$ cat config.mk
export PLATFORM = sky130hd
export DESIGN_NAME = md_issue_ctrl
export DESIGN_NICKNAME = d
export VERILOG_FILES = /design/src/rtl/md_pkg.sv /design/src/rtl/md_decode.sv /design/src/rtl/md_issue_ctrl.sv
export SDC_FILE = /design/constraint.sdc
export NUM_CORES = 1
export LEC_CHECK = 0
export ABC_AREA = 0
export CAP_MARGIN = 25
export CORE_ASPECT_RATIO = 0.5
export CORE_MARGIN = 2
export CORE_UTILIZATION = 21
export DETAILED_ROUTE_END_ITERATION = 8
export PLACE_DENSITY = 0.85
export SYNTH_ARGS = -nofsm -noshare
export SYNTH_HDL_FRONTEND = slang
export SYNTH_SLANG_ARGS = --single-unit
$ cat constraint.sdc
create_clock -name clk -period 2.1 [get_ports clk]
set_clock_uncertainty 0.15 [all_clocks]
set_input_delay 0.42 -clock clk [delete_from_list [all_inputs] [get_ports clk]]
set_output_delay 0.42 -clock clk [all_outputs]
set_load 0.05 [all_outputs]
$ cat src/rtl/md_pkg.sv
// ----------------------------------------------------------------------------
// md_pkg
// Shared constants for the multiply/divide issue path: the SPECIAL opcode and
// funct codes that select multiply/divide-class instructions, the 4-bit MDOp
// encodings understood by the multiply/divide unit, the issue-controller
// state encodings and the default unit latencies.
// No ports (package).
// ----------------------------------------------------------------------------
package md_pkg;

    localparam logic [5:0] OP_SPECIAL = 6'b000000;

    localparam logic [5:0] FN_MULT  = 6'b011000;
    localparam logic [5:0] FN_MULTU = 6'b011001;
    localparam logic [5:0] FN_DIV   = 6'b011010;
    localparam logic [5:0] FN_DIVU  = 6'b011011;
    localparam logic [5:0] FN_MFHI  = 6'b010000;
    localparam logic [5:0] FN_MFLO  = 6'b010010;
    localparam logic [5:0] FN_MTHI  = 6'b010001;
    localparam logic [5:0] FN_MTLO  = 6'b010011;

    localparam logic [3:0] MD_MULT  = 4'd0;
    localparam logic [3:0] MD_MULTU = 4'd1;
    localparam logic [3:0] MD_DIV   = 4'd2;
    localparam logic [3:0] MD_DIVU  = 4'd3;
    localparam logic [3:0] MD_MFHI  = 4'd4;
    localparam logic [3:0] MD_MFLO  = 4'd5;
    localparam logic [3:0] MD_MTHI  = 4'd6;
    localparam logic [3:0] MD_MTLO  = 4'd7;
    localparam logic [3:0] MD_NONE  = 4'b1111;

    localparam int LAT_MULT_DEF = 5;
    localparam int LAT_DIV_DEF  = 10;
    localparam int CNT_W_DEF    = 4;

    typedef enum logic [1:0] {
        ST_IDLE  = 2'd0,
        ST_RUN   = 2'd1,
        ST_DRAIN = 2'd2
    } md_state_e;

    // Long operations are the ones that keep the unit occupied for several
    // cycles: the four multiply/divide variants, encoded 0..3.
    function automatic logic mdIsLong(input logic [3:0] op);
        return (op == MD_MULT) || (op == MD_MULTU) ||
               (op == MD_DIV)  || (op == MD_DIVU);
    endfunction

endpackage

$ cat src/rtl/md_decode.sv
// ----------------------------------------------------------------------------
// md_decode
// Purely combinational decode of an instruction word into the MDOp encoding
// used by the multiply/divide unit. Only SPECIAL-opcode instructions with one
// of the eight multiply/divide funct codes decode; everything else is MD_NONE.
// Ports:
//   instr_i   [31:0] instruction word
//   md_op_o   [3:0]  decoded MDOp (MD_NONE when not multiply/divide-class)
//   is_long_o        decoded op is MULT/MULTU/DIV/DIVU
// ----------------------------------------------------------------------------
module md_decode
    import md_pkg::*;
(
    input  logic [31:0] instr_i,
    output logic [3:0]  md_op_o,
    output logic        is_long_o
);

    logic unusedFields;

    // Map the funct field of a SPECIAL instruction onto the unit's MDOp
    // encoding. Any other opcode or funct falls through to MD_NONE so the
    // issue controller treats it as an ordinary non-MD instruction.
    always_comb begin
        md_op_o = MD_NONE;
        if (instr_i[31:26] == OP_SPECIAL) begin
            case (instr_i[5:0])
                FN_MULT:  md_op_o = MD_MULT;
                FN_MULTU: md_op_o = MD_MULTU;
                FN_DIV:   md_op_o = MD_DIV;
                FN_DIVU:  md_op_o = MD_DIVU;
                FN_MFHI:  md_op_o = MD_MFHI;
                FN_MFLO:  md_op_o = MD_MFLO;
                FN_MTHI:  md_op_o = MD_MTHI;
                FN_MTLO:  md_op_o = MD_MTLO;
                default:  md_op_o = MD_NONE;
            endcase
        end
    end

    assign is_long_o = mdIsLong(md_op_o);

    // Register/shamt fields play no part in selecting the operation.
    assign unusedFields = ^instr_i[25:6];

endmodule

$ cat src/rtl/md_issue_ctrl.sv
// ----------------------------------------------------------------------------
// md_issue_ctrl
// EX-stage initiator for the multiply/divide unit. Decodes the EX instruction,
// drives Start/MDOp/operands to the unit, shadows the unit's occupancy with a
// local down-counter (the unit's Busy rises a cycle after Start, too late to
// stall a dependent instruction right behind it) and raises the pipeline stall
// when a multiply/divide-class instruction meets an occupied unit.
// Optional feature macro: MD_DIV0_TRAP_EN (divide-by-zero trap, adds div0_exc).
// Ports:
//   clk        system clock, rising edge
//   reset      asynchronous active-low reset
//   ex_valid   EX stage holds a valid instruction
//   ex_flush   EX instruction is squashed this cycle
//   ex_instr   EX instruction word
//   rs_val     forwarded rs operand
//   rt_val     forwarded rt operand
//   md_busy    Busy from the multiply/divide unit
//   md_start   Start pulse to the unit
//   md_op      MDOp to the unit (MD_NONE when EX is not valid)
//   md_a       operand A (rs_val)
//   md_b       operand B (rt_val)
//   md_stall   freeze IF/ID/EX, bubble into MEM
//   occupied   shadow-busy indicator (state not IDLE)
//   div0_exc   (MD_DIV0_TRAP_EN only) one-cycle divide-by-zero trap pulse
// ----------------------------------------------------------------------------
module md_issue_ctrl
    import md_pkg::*;
#(
    parameter int LAT_MULT = LAT_MULT_DEF,
    parameter int LAT_DIV  = LAT_DIV_DEF,
    parameter int CNT_W    = CNT_W_DEF
)
(
    input  logic        clk,
    input  logic        reset,
    input  logic        ex_valid,
    input  logic        ex_flush,
    input  logic [31:0] ex_instr,
    input  logic [31:0] rs_val,
    input  logic [31:0] rt_val,
    input  logic        md_busy,
    output logic        md_start,
    output logic [3:0]  md_op,
    output logic [31:0] md_a,
    output logic [31:0] md_b,
    output logic        md_stall,
    output logic        occupied
`ifdef MD_DIV0_TRAP_EN
    ,
    output logic        div0_exc
`endif
);

    localparam logic [CNT_W-1:0] LOAD_MULT = CNT_W'(LAT_MULT - 1);
    localparam logic [CNT_W-1:0] LOAD_DIV  = CNT_W'(LAT_DIV - 1);
    localparam logic [CNT_W-1:0] CNT_ONE   = CNT_W'(1);

    logic [3:0]       decOp;
    logic             decLong;
    logic             isMd;
    logic             issueOk;
    logic             div0Hit;
    md_state_e        state_q;
    md_state_e        state_d;
    logic [CNT_W-1:0] cnt_q;
    logic [CNT_W-1:0] cnt_d;

    md_decode u_decode (
        .instr_i   (ex_instr),
        .md_op_o   (decOp),
        .is_long_o (decLong)
    );

    // Issue path is fully combinational so a dependent instruction directly
    // behind an accepted MULT/DIV is stalled in the very next cycle, before
    // the unit's own Busy has risen. md_busy is still honoured so a unit that
    // is running from before reset also holds the pipeline.
    assign isMd     = ex_valid && !ex_flush && (decOp != MD_NONE);
    assign occupied = (state_q != ST_IDLE);
    assign md_stall = isMd && (occupied || md_busy);
    assign issueOk  = isMd && !md_stall;
    assign md_start = issueOk && !div0Hit;
    assign md_op    = ex_valid ? decOp : MD_NONE;
    assign md_a     = rs_val;
    assign md_b     = rt_val;

`ifdef MD_DIV0_TRAP_EN
    logic div0Exc_q;

    // A divide that would otherwise issue with a zero divisor is suppressed
    // here: no Start, no shadow-counter load, just a trap pulse next cycle.
    assign div0Hit = issueOk && ((decOp == MD_DIV) || (decOp == MD_DIVU)) &&
                     (rt_val == 32'd0);

    // The trap output is a registered copy of the suppressed-issue condition,
    // which makes it exactly one cycle wide per offending instruction.
    always_ff @(posedge clk or negedge reset) begin
        if (!reset) begin
            div0Exc_q <= 1'b0;
        end else begin
            div0Exc_q <= div0Hit;
        end
    end

    assign div0_exc = div0Exc_q;
`else
    assign div0Hit = 1'b0;
`endif

    // Next-state logic for the occupancy shadow. A long op loads the counter
    // with latency-1 so that, counting the Start cycle's successor as the
    // first, the controller reports occupied for exactly LAT cycles. When the
    // counter expires while the unit still claims Busy we wait in DRAIN
    // rather than trusting the nominal latency. Short ops (MF*/MT*) and
    // flushed or suppressed instructions never leave IDLE.
    always_comb begin
        state_d = state_q;
        cnt_d   = cnt_q;
        case (state_q)
            ST_IDLE: begin
                if (md_start && decLong) begin
                    cnt_d   = ((decOp == MD_MULT) || (decOp == MD_MULTU)) ?
                              LOAD_MULT : LOAD_DIV;
                    state_d = ST_RUN;
                end
            end
            ST_RUN: begin
                if (cnt_q == '0) begin
                    state_d = md_busy ? ST_DRAIN : ST_IDLE;
                end else begin
                    cnt_d = cnt_q - CNT_ONE;
                end
            end
            ST_DRAIN: begin
                if (!md_busy) begin
                    state_d = ST_IDLE;
                end
            end
            default: begin
                state_d = ST_IDLE;
                cnt_d   = '0;
            end
        endcase
    end

    // State and counter registers; reset can land mid-operation and always
    // returns the shadow to an idle, zeroed counter.
    always_ff @(posedge clk or negedge reset) begin
        if (!reset) begin
            state_q <= ST_IDLE;
            cnt_q   <= '0;
        end else begin
            state_q <= state_d;
            cnt_q   <= cnt_d;
        end
    end

endmodule

==> flow_metrics.py, run 1 <==
metrics = {
    "status": {
        "status": "completed",
    },
    "setup_path": {
        "critPathCaptureType": "output pin",
        "slowest_delay_ns": 0.31,
        "startpoint_type": "input port",
        "path_cells": "dlygate4sd2_1, nor4b_4, and4_4, inv_6, nor3_4, buf_12",
        "crit_required_ns": 1.53,
        "worst_ep_arrival_time_ns": 1.48,
        "cp_slowest_cell": "and4_4",
        "crit_fanout": 3,
        "worstPathBufferInverterCount": 3,
        "criticalPathCategory": "input port to output pin",
        "critPathTopFamily": "simple AND/OR/NAND/NOR gates",
    },
    "floorplanning": {
        "die_h_um": 52.8,
        "num_rows": 17,
        "core_um2": 4490,
        "die_area_um2": 5360,
        "ios": 172,
        "fp.dieW_um": 102,
        "initial_core_util_pct": 22.3,
    },
    "cells_and_area": {
        "final_cells": 163,
        "diodes": 0,
        "fillCellCount": 475,
        "register_area_um2": 150,
        "layout_common_cells": "buf_4, nand2_1, dfrtp_1",
        "multi_input_area_um2": 355,
        "finalNetCount": 202,
        "area_delta_synth_final_pct": 1.75,
        "layout-drive-gt1-share_pct": 45.4,
        "layout_commonest_cell": "buf_4",
        "finish.utilization_pct": 22.7,
    },
    "timing": {
        "rsz0062_at_grt": "no",
        "setup_viol_count_final": 0,
        "slew_viol_final": 0,
        "finalCriticalPeriod_ns": 2.05,
        "tightest_slew_ns": 0.327,
        "slew-limit-headroom_pct": 78.2,
        "fin_ws_ns": 0.0491,
        "fin_crit_sh_pct": 97.7,
        "fmax_mhz": 488,
        "hold_ws_ns": 0.295,
        "finalHoldViolCount": 0,
    },
    "global_routing": {
        "grt_antenna_before_repair": 0,
        "overflow": 0,
        "grt_max_degree": 10,
        "grt_pass1_wl_mm": 3.00,
        "grtUsageTotal_pct": 7.09,
        "first_global_vias": 660,
    },
    "power_and_ir_drop": {
        "vdd_drop_max_mv": 0.145,
        "total_power_uw": 351,
        "leakage_uw": 0.000478,
        "pwr_density_cell_nw_per_um2": 345,
    },
    "place": {
        "dp_slack_ns": -0.360,
        "portBuffers": 23,
        "hpwl_mm": 1.43,
        "routabilityCongestion": 0.876,
        "dp_cells": 150,
    },
    "routing": {
        "detail_route.wl_per_cell_um": 11.7,
        "drtIter0Drc": 23,
        "met1_length_um": 586,
        "drtAntennaViolNets": 0,
        "via_count": 651,
        "route.met3.wl_um": 180,
        "first_pass_iters": 4,
        "routed_wl_mm": 1.91,
        "wl_met2_mm": 1.05,
        "highest_layer": "met4",
        "via_per_inst": 3.99,
        "drc": 0,
    },
    "synthesis": {
        "postSynthAreaPerCell_um2": 8.33,
        "synth.distinct_cells": 27,
        "syn_inst": 120,
        "synth_edf_count": 0,
        "ys.flop_type": "dfrtp_1",
        "yosys_warnings": 0,
        "ys_seq_area_share_pct": 15.0,
        "syn_nets": 223,
        "ys_ff_latch": 6,
        "ys_async_sr_fraction_pct": 100,
        "synth_area_um2": 1000,
    },
    "cts": {
        "htreeDepth": 1,
        "path_clk_slew_ns": 0.04,
        "clock_latency_ns": 0.22,
        "cts.path.max_buffers": 2,
        "cts_made_buffers": 3,
        "cts_tree": "built",
        "clock_sinks": 6,
        "cts_root_buf": "clkbuf_8",
        "holdBufCountCts": 0,
    },
    "run": {
        "max_cap_viol_count": 0,
    },
    "min_path": {
        "hold_class": "input port to async pin",
    },
}
## registers in the layout, summed over array words and instances, names as in the netlist
register and cells:
cnt_q 4, state_q 2
## cell families (layout without fill, tap and decap cells)
logic type,count (synthesis),in the layout,share of synthesized area [%]
AO/OA/AOI/OAI,10,10,7.63
adder cells (fa/ha/maj),2,2,2.50
buffers and inverters,70,47,51.1
flip-flops,6,6,15.0
multiplexers,3,3,3.00
AND/OR/NAND/NOR,29,29,20.8
## synth_stat cells (2+ instances only)
| library cell | count | area, um^2 |
|---|---|---|
| inv_1 | 3 | 11.3 |
| o21ai_0 | 2 | 10.0 |
| a21o_1 | 2 | 15.0 |
| dfrtp_1 | 6 | 150 |
| ha_1 | 2 | 25.0 |
| o22ai_1 | 2 | 12.5 |
| nor3_1 | 2 | 10.0 |
| nand2_1 | 6 | 22.5 |
| buf_4 | 66 | 495 |
| mux2i_1 | 3 | 30.0 |
| nor2_1 | 5 | 18.8 |
| o2bb2ai_1 | 2 | 17.5 |
| nand2b_1 | 3 | 18.8 |
| and4_4 | 2 | 22.5 |
| nand3_1 | 2 | 10.0 |
## metrics by stage
step | instance area, um^2 | setup TNS, ns
after detailed placement | 893 | -1.91
after floorplan | 1020 | -0.0337
after global placement | 893 | -1.64
final | 1020 | 0
after global routing | 1020 | 0
after CTS | 1010 | 0
## routing by layer
| layer | GRT usage, % | vias to the layer above |
|---|---|---|
| li1 | - | 286 |
| met1 | 6.44 | 303 |
| met2 | 13.2 | 42 |
| met3 | 2.27 | 20 |
| met4 | 6.08 | 0 |
| met5 | 0 | - |
## timing repair
| item | 4_1_cts | 5_1_grt |
|---|---|---|
| pin swaps | 6 | 3 |
| endpoints found under the setup margin | 6 | 5 |
| gates resized for setup | 24 | 5 |
| buffers inserted | 10 | 0 |
## power breakdown
part / switching [uW] / leakage [uW] / total [uW] / internal (uW)
combinational: 25.4 / 0.000372 / 66.8 / 41.4
clock: 44.7 / 0.0000216 / 167 / 123
sequential: 0.122 / 0.0000839 / 117 / 116
total: 70.2 / 0.000478 / 351 / 281
## area by class of cell
type	count	share of cell area [%]
tap	66	8.12
timing repair buffer	40	36.2
multi-input combinational	44	34.9
inverter	4	1.97
clock buffer	3	4.06
sequential	6	14.8
## worst paths after layout
| kind | from | end | slack [ns] | cells past startpoint |
|---|---|---|---|---|
| max in group asynchronous | reset | cnt_q[3]$_DFFE_PN0P_ | 1.29 | 1 |
| hold reg to reg | cnt_q[0]$_DFFE_PN0P_ | cnt_q[0]$_DFFE_PN0P_ | 0.38 | 1 |
| setup reg to reg | state_q[0]$_DFFE_PN0P_ | cnt_q[0]$_DFFE_PN0P_ | 0.31 | 5 |
| hold / removal | reset | cnt_q[2]$_DFFE_PN0P_ | 0.29 | 1 |
| setup / recovery | ex_instr[4] | md_stall | 0.05 | 6 |
| min in group clk | cnt_q[0]$_DFFE_PN0P_ | cnt_q[0]$_DFFE_PN0P_ | 0.38 | 1 |
Note: power is estimated with default switching activity, not from simulation.
==> run 2: changes to the inputs <==
--- a/config.mk
+++ b/config.mk
@@ -7,7 +7,7 @@
 export LEC_CHECK = 0
 export ABC_AREA = 0
 export CAP_MARGIN = 25
-export CORE_ASPECT_RATIO = 0.5
+export CORE_ASPECT_RATIO = 0.75
 export CORE_MARGIN = 2
 export CORE_UTILIZATION = 21
 export DETAILED_ROUTE_END_ITERATION = 8
==> run 2 against run 1 <==
Compared with the run above: global-route usage shrank 0.52 points; maximum frequency down 2.1%; setup slack got worse by 0.044 ns; via count decreased by 2.6%; sequential share of layout area fell by 0.054 points; count of clock-buffer cells in the layout is the same; combinational power is 5.2% higher; clock power is 5% higher; critical path depth is the same; worst hold slack improved by 0.0012 ns; sequential power barely moved; critical path type unchanged; highest routed layer unchanged.
==> flow_metrics.py, run 2 (synthesis gave the netlist of run 1 again) <==
metrics = {
    "routing": {
        "via_per_inst": 4.04,
        "detail_route.wl_per_cell_um": 11.9,
        "routed_wl_mm": 1.87,
        "drtIter0Drc": 22,
        "first_pass_iters": 3,
        "drc": 0,
        "via_count": 634,
        "drtAntennaViolNets": 0,
    },
    "cells_and_area": {
        "fillCellCount": 495,
        "layout-drive-gt1-share_pct": 48.0,
        "area_delta_synth_final_pct": 2.13,
        "diodes": 0,
        "finalNetCount": 205,
        "design_area_um2": 1020,
        "layout_common_cells": "buf_4, nand2_1, dfrtp_1",
        "layout_commonest_cell": "buf_4",
        "regMostFlops": "cnt_q",
        "finish.utilization_pct": 22.6,
        "largestRegisters": "cnt_q (4), state_q (2)",
        "largest_reg_flops": 4,
    },
    "power_and_ir_drop": {
        "total_power_uw": 363,
        "vdd_drop_max_mv": 0.206,
        "leakage_uw": 0.000474,
        "pwr_density_cell_nw_per_um2": 356,
    },
    "setup_path": {
        "critPathCaptureType": "output pin",
        "crit_required_ns": 1.53,
        "criticalPathCategory": "input port to output pin",
        "worstPathBufferInverterCount": 3,
        "slowest_delay_ns": 0.31,
        "startpoint_type": "input port",
        "cp_slowest_cell": "and4_4",
        "worst_ep_arrival_time_ns": 1.53,
        "critPathTopFamily": "simple AND/OR/NAND/NOR gates",
        "path_cells": "buf_6, nor4b_4, and4_4, inv_6, nor3_4, buf_12",
        "crit_fanout": 4,
    },
    "global_routing": {
        "first_global_vias": 597,
        "grt_antenna_before_repair": 0,
        "overflow": 0,
        "grtUsageTotal_pct": 6.57,
        "grt_max_degree": 10,
        "grt_pass1_wl_mm": 2.76,
    },
    "place": {
        "portBuffers": 23,
        "routabilityCongestion": 0.763,
        "placed_area_um2": 890,
        "hpwl_mm": 1.35,
    },
    "cts": {
        "htreeDepth": 1,
        "path_clk_slew_ns": 0.04,
        "clock_sinks": 6,
        "cts_root_buf": "clkbuf_8",
        "cts_made_buffers": 3,
        "cts_tree": "built",
        "clock_latency_ns": 0.22,
        "cts.path.max_buffers": 2,
    },
    "floorplanning": {
        "fp.dieW_um": 83.7,
        "ios": 172,
        "die_area_um2": 5330,
        "die_h_um": 63.8,
        "core_um2": 4520,
        "num_rows": 21,
        "initial_core_util_pct": 22.1,
    },
    "timing": {
        "slew_viol_final": 0,
        "fin_crit_sh_pct": 99.8,
        "fmax_mhz": 477,
        "tightest_slew_ns": 0.370,
        "finalCriticalPeriod_ns": 2.10,
        "setup_viol_count_final": 0,
        "slew-limit-headroom_pct": 75.3,
        "rsz0062_at_grt": "yes",
        "finalHoldViolCount": 0,
        "fin_tns_setup_ns": 0,
        "hold_ws_ns": 0.296,
    },
    "run": {
        "max_cap_viol_count": 0,
    },
    "status": {
        "status": "completed",
    },
    "min_path": {
        "hold_class": "input port to async pin",
    },
}
[run 2: changes by cell type in the layout (fill, tap and decap cells not counted), sizes merged]
| cell | previous run | this run |
|---|---|---|
| dlygate4sd2 | 5 | 4 |
| buf | 26 | 30 |
| dlymetal6s2s | 2 | 0 |
| clkdlybuf4s50 | 4 | 5 |
| clkdlybuf4s15 | 2 | 3 |
[run 2: path summary, 6_finish.rpt]
check / startpoint / to / slack, ns / cells past startpoint
max in group asynchronous: reset / cnt_q[0]$_DFFE_PN0P_ / 1.28 / 1
min in group clk: cnt_q[1]$_DFFE_PN0P_ / cnt_q[1]$_DFFE_PN0P_ / 0.37 / 1
worst max-delay path: ex_instr[30] / md_stall / 0.005 / 6
worst min register to register: cnt_q[1]$_DFFE_PN0P_ / cnt_q[1]$_DFFE_PN0P_ / 0.37 / 1
worst max register to register: state_q[0]$_DFFE_PN0P_ / cnt_q[0]$_DFFE_PN0P_ / 0.31 / 5
worst min-delay path: reset / state_q[0]$_DFFE_PN0P_ / 0.30 / 1
[run 2: final cells by class]
class                      count  area, um^2  share of cell area, %
clock buffer                   3        41.3                   4.04
sequential                     6         150                   14.7
tap                           57        71.3                   6.99
multi-input combinational     44         363                   35.5
inverter                       4        20.0                   1.96
timing repair buffer          43         375                   36.8
[run 2: metrics by stage]
stage | std cells | setup slack [ns]
floorplan | 120 | -0.0337
CTS | 155 | -0.0153
finish | 157 | 0.00489
global placement | 142 | -0.390
detailed placement | 142 | -0.393
global route | 157 | -0.0589
[run 2: timing repair]
item                       4_1_cts  5_1_grt
hold buffers                     0        0
resized for setup               27        3
pin swaps                        6        6
setup endpoints to repair        6        3
setup buffers                   10        2
[run 2: power breakdown]
part,leakage (uW),switching [uW],internal [uW]
Combinational,0.000369,24.9,45.4
Clock,0.0000216,52.8,123
Sequential,0.0000839,0.130,116
[run 2: metal layers]
| metal | global-route usage [%] | vias up | routed length, um |
|---|---|---|---|
| li1 | - | 291 | - |
| met1 | 7.87 | 302 | 801 |
| met2 | 9.10 | 37 | 846 |
| met3 | 4.78 | 4 | 206 |
| met4 | 2.22 | 0 | 17 |
| met5 | 0 | - | 0 |
[run 2: worst register-to-register path, stage by stage (launching register included)]
cell	delay [ns]
dfrtp_1	0.50
nor4_4	0.36
buf_4	0.16
and4_4	0.26
o22ai_4	0.08
a21o_1	0.17
==> run 3: changes to the inputs <==
--- a/config.mk
+++ b/config.mk
@@ -11,6 +11,7 @@
 export CORE_MARGIN = 2
 export CORE_UTILIZATION = 21
 export DETAILED_ROUTE_END_ITERATION = 8
+export GPL_TIMING_DRIVEN = 0
 export PLACE_DENSITY = 0.85
 export SYNTH_ARGS = -nofsm -noshare
 export SYNTH_HDL_FRONTEND = slang
==> run 3 against run 2 <==
Compared with the run above: die area unchanged; final area increased by 100%; maximum frequency increased by 1.1%; setup slack improved by 0.023 ns; first-iteration DRC count increased by 9.1%; global-route usage increased by 4.9 points; wire length increased by 69%; worst hold slack about the same; power increased by 120%; non-clock buffer count increased by 123; largest power group is now combinational logic.
==> flow_metrics.py, run 3 (synthesis gave the netlist of run 1 again) <==
metrics = {
    "place": {
        "dp_cells": 263,
        "routabilityCongestion": 0.791,
        "portBuffers": 86,
        "hpwl_mm": 2.64,
        "dp_slack_ns": -1.05,
        "placed_area_um2": 1950,
    },
    "timing": {
        "fin_crit_sh_pct": 98.7,
        "slew-limit-headroom_pct": 66.2,
        "fin_ws_ns": 0.0283,
        "setup_viol_count_final": 0,
        "fin_tns_setup_ns": 0,
        "fmax_mhz": 483,
        "finalCriticalPeriod_ns": 2.07,
        "finalHoldViolCount": 0,
        "slew_viol_final": 0,
        "rsz0062_at_grt": "yes",
        "tightest_slew_ns": 0.506,
    },
    "floorplanning": {
        "die_h_um": 63.8,
        "num_rows": 21,
        "initial_core_util_pct": 22.1,
        "fp.dieW_um": 83.7,
        "die_area_um2": 5330,
        "core_um2": 4520,
        "ios": 172,
    },
    "global_routing": {
        "grt_pass1_wl_mm": 5.06,
        "overflow": 0,
        "grtUsageTotal_pct": 11.5,
        "grt_max_degree": 10,
        "first_global_vias": 1086,
        "grt_antenna_before_repair": 0,
    },
    "cts": {
        "htreeDepth": 1,
        "cts_tree": "built",
        "cts_root_buf": "clkbuf_8",
        "clock_sinks": 6,
        "cts.path.max_buffers": 2,
        "path_clk_slew_ns": 0.04,
        "cts_made_buffers": 3,
        "clock_latency_ns": 0.22,
    },
    "power_and_ir_drop": {
        "p_int_uw": 455,
        "leakage_uw": 0.00100,
        "power_frac_seq_pct": 14.6,
        "vdd_drop_max_mv": 0.249,
        "pwr_density_cell_nw_per_um2": 387,
        "clkPwrFrac_pct": 21.7,
        "switchingPower_uw": 342,
        "combPwrFrac_pct": 63.7,
        "swShare_pct": 42.9,
    },
    "cells_and_area": {
        "fillCellCount": 454,
        "layout-drive-gt1-share_pct": 47.1,
        "largest_reg_flops": 4,
        "final_cells": 280,
        "area_delta_synth_final_pct": 106,
        "layout_common_cells": "buf_4, clkdlybuf4s50_1, dlygate4sd2_1",
        "largestRegisters": "cnt_q (4), state_q (2)",
        "layout_commonest_cell": "buf_4",
        "design_area_um2": 2060,
        "diodes": 0,
        "regMostFlops": "cnt_q",
        "finalNetCount": 328,
    },
    "setup_path": {
        "path_cells": "buf_2, nor4b_4, and4_4, inv_6, nor3_4, buf_6",
        "criticalPathCategory": "input port to output pin",
        "critPathTopFamily": "simple AND/OR/NAND/NOR gates",
        "critPathCaptureType": "output pin",
        "crit_required_ns": 1.53,
        "cp_slowest_cell": "nor4b_4",
        "slowest_delay_ns": 0.32,
        "crit_fanout": 5,
        "worst_ep_arrival_time_ns": 1.50,
        "startpoint_type": "input port",
        "worstPathBufferInverterCount": 3,
    },
    "routing": {
        "drc": 0,
        "via_count": 1092,
        "first_pass_iters": 4,
        "routed_wl_mm": 3.17,
        "drtIter0Drc": 24,
        "detail_route.wl_per_cell_um": 11.3,
        "drtAntennaViolNets": 0,
        "via_per_inst": 3.90,
    },
    "status": {
        "status": "completed",
    },
    "min_path": {
        "hold_class": "input port to async pin",
    },
    "run": {
        "max_cap_viol_count": 0,
    },
}
-- run 3: cell count changes in the layout (fill, tap and decap cells not counted), sizes merged --
cell / before / now
clkdlybuf4s50: 5 / 67
buf: 30 / 89
dlygate4sd2: 4 / 9
clkdlybuf4s15: 3 / 0
clkbuf: 4 / 3
dlymetal6s2s: 0 / 1
-- run 3: worst paths after layout --
path | endpoint | slack [ns] | cells past startpoint | startpoint
max | md_stall | 0.03 | 6 | ex_instr[30]
min | state_q[0]$_DFFE_PN0P_ | 0.30 | 1 | reset
max reg2reg | cnt_q[0]$_DFFE_PN0P_ | 0.36 | 6 | cnt_q[0]$_DFFE_PN0P_
min reg2reg | cnt_q[1]$_DFFE_PN0P_ | 0.38 | 1 | cnt_q[1]$_DFFE_PN0P_
max in group asynchronous | cnt_q[1]$_DFFE_PN0P_ | 1.28 | 1 | reset
min in group clk | cnt_q[1]$_DFFE_PN0P_ | 0.38 | 1 | cnt_q[1]$_DFFE_PN0P_
-- run 3: per-stage QoR --
| step | utilization (%) | total power (uW) | hold slack (ns) |
|---|---|---|---|
| floorplan | - | 462 | -0.0256 |
| global placement | 43.1 | 615 | 0.355 |
| detailed placement | 43.1 | 619 | 0.367 |
| CTS | 45.5 | 803 | 0.301 |
| global route | 45.6 | 828 | 0.326 |
| finish | 45.6 | 797 | 0.296 |
-- run 3: per-layer routing --
layer / GRT usage [%] / vias to the layer above / wire, um
met4: 1.81 / 0 / 34
met2: 21.0 / 57 / 1750
met3: 3.75 / 4 / 243
met1: 13.4 / 494 / 1140
li1: - / 537 / -
met5: 0 / - / 0
-- run 3: worst register-to-register path: cells and delay by family, from the launching register on --
kind	cells	cell delay [ns]
AO/OA/AOI/OAI	2	0.27
adder cells (fa/ha/maj)	1	0.17
buffers and inverters	1	0.09
flip-flops	1	0.40
AND/OR/NAND/NOR	2	0.54
-- run 3: timing repair --
item	CTS	global route
resized for setup	57	1
endpoints found under the setup margin	7	3
pin swaps	6	2
buffers inserted	14	0
hold buffers	0	0
-- run 3: power groups by stage --
stage	logic (uW)	clock network (uW)	registers (uW)
after global routing	527	185	116
after CTS	509	178	117
after detailed placement	501	0	118
final	508	173	117
after floorplan	344	0	118
after global placement	497	0	118
-- run 3: area by class of cell --
class	count	area, um^2	area share [%]
Sequential cell	6	150	7.29
Inverter	4	20.0	0.972
Tap cell	57	71.3	3.46
Multi-Input combinational cell	44	353	17.1
Clock buffer	3	41.3	2.00
Buffer	66	495	24.1
Timing Repair Buffer	100	928	45.1
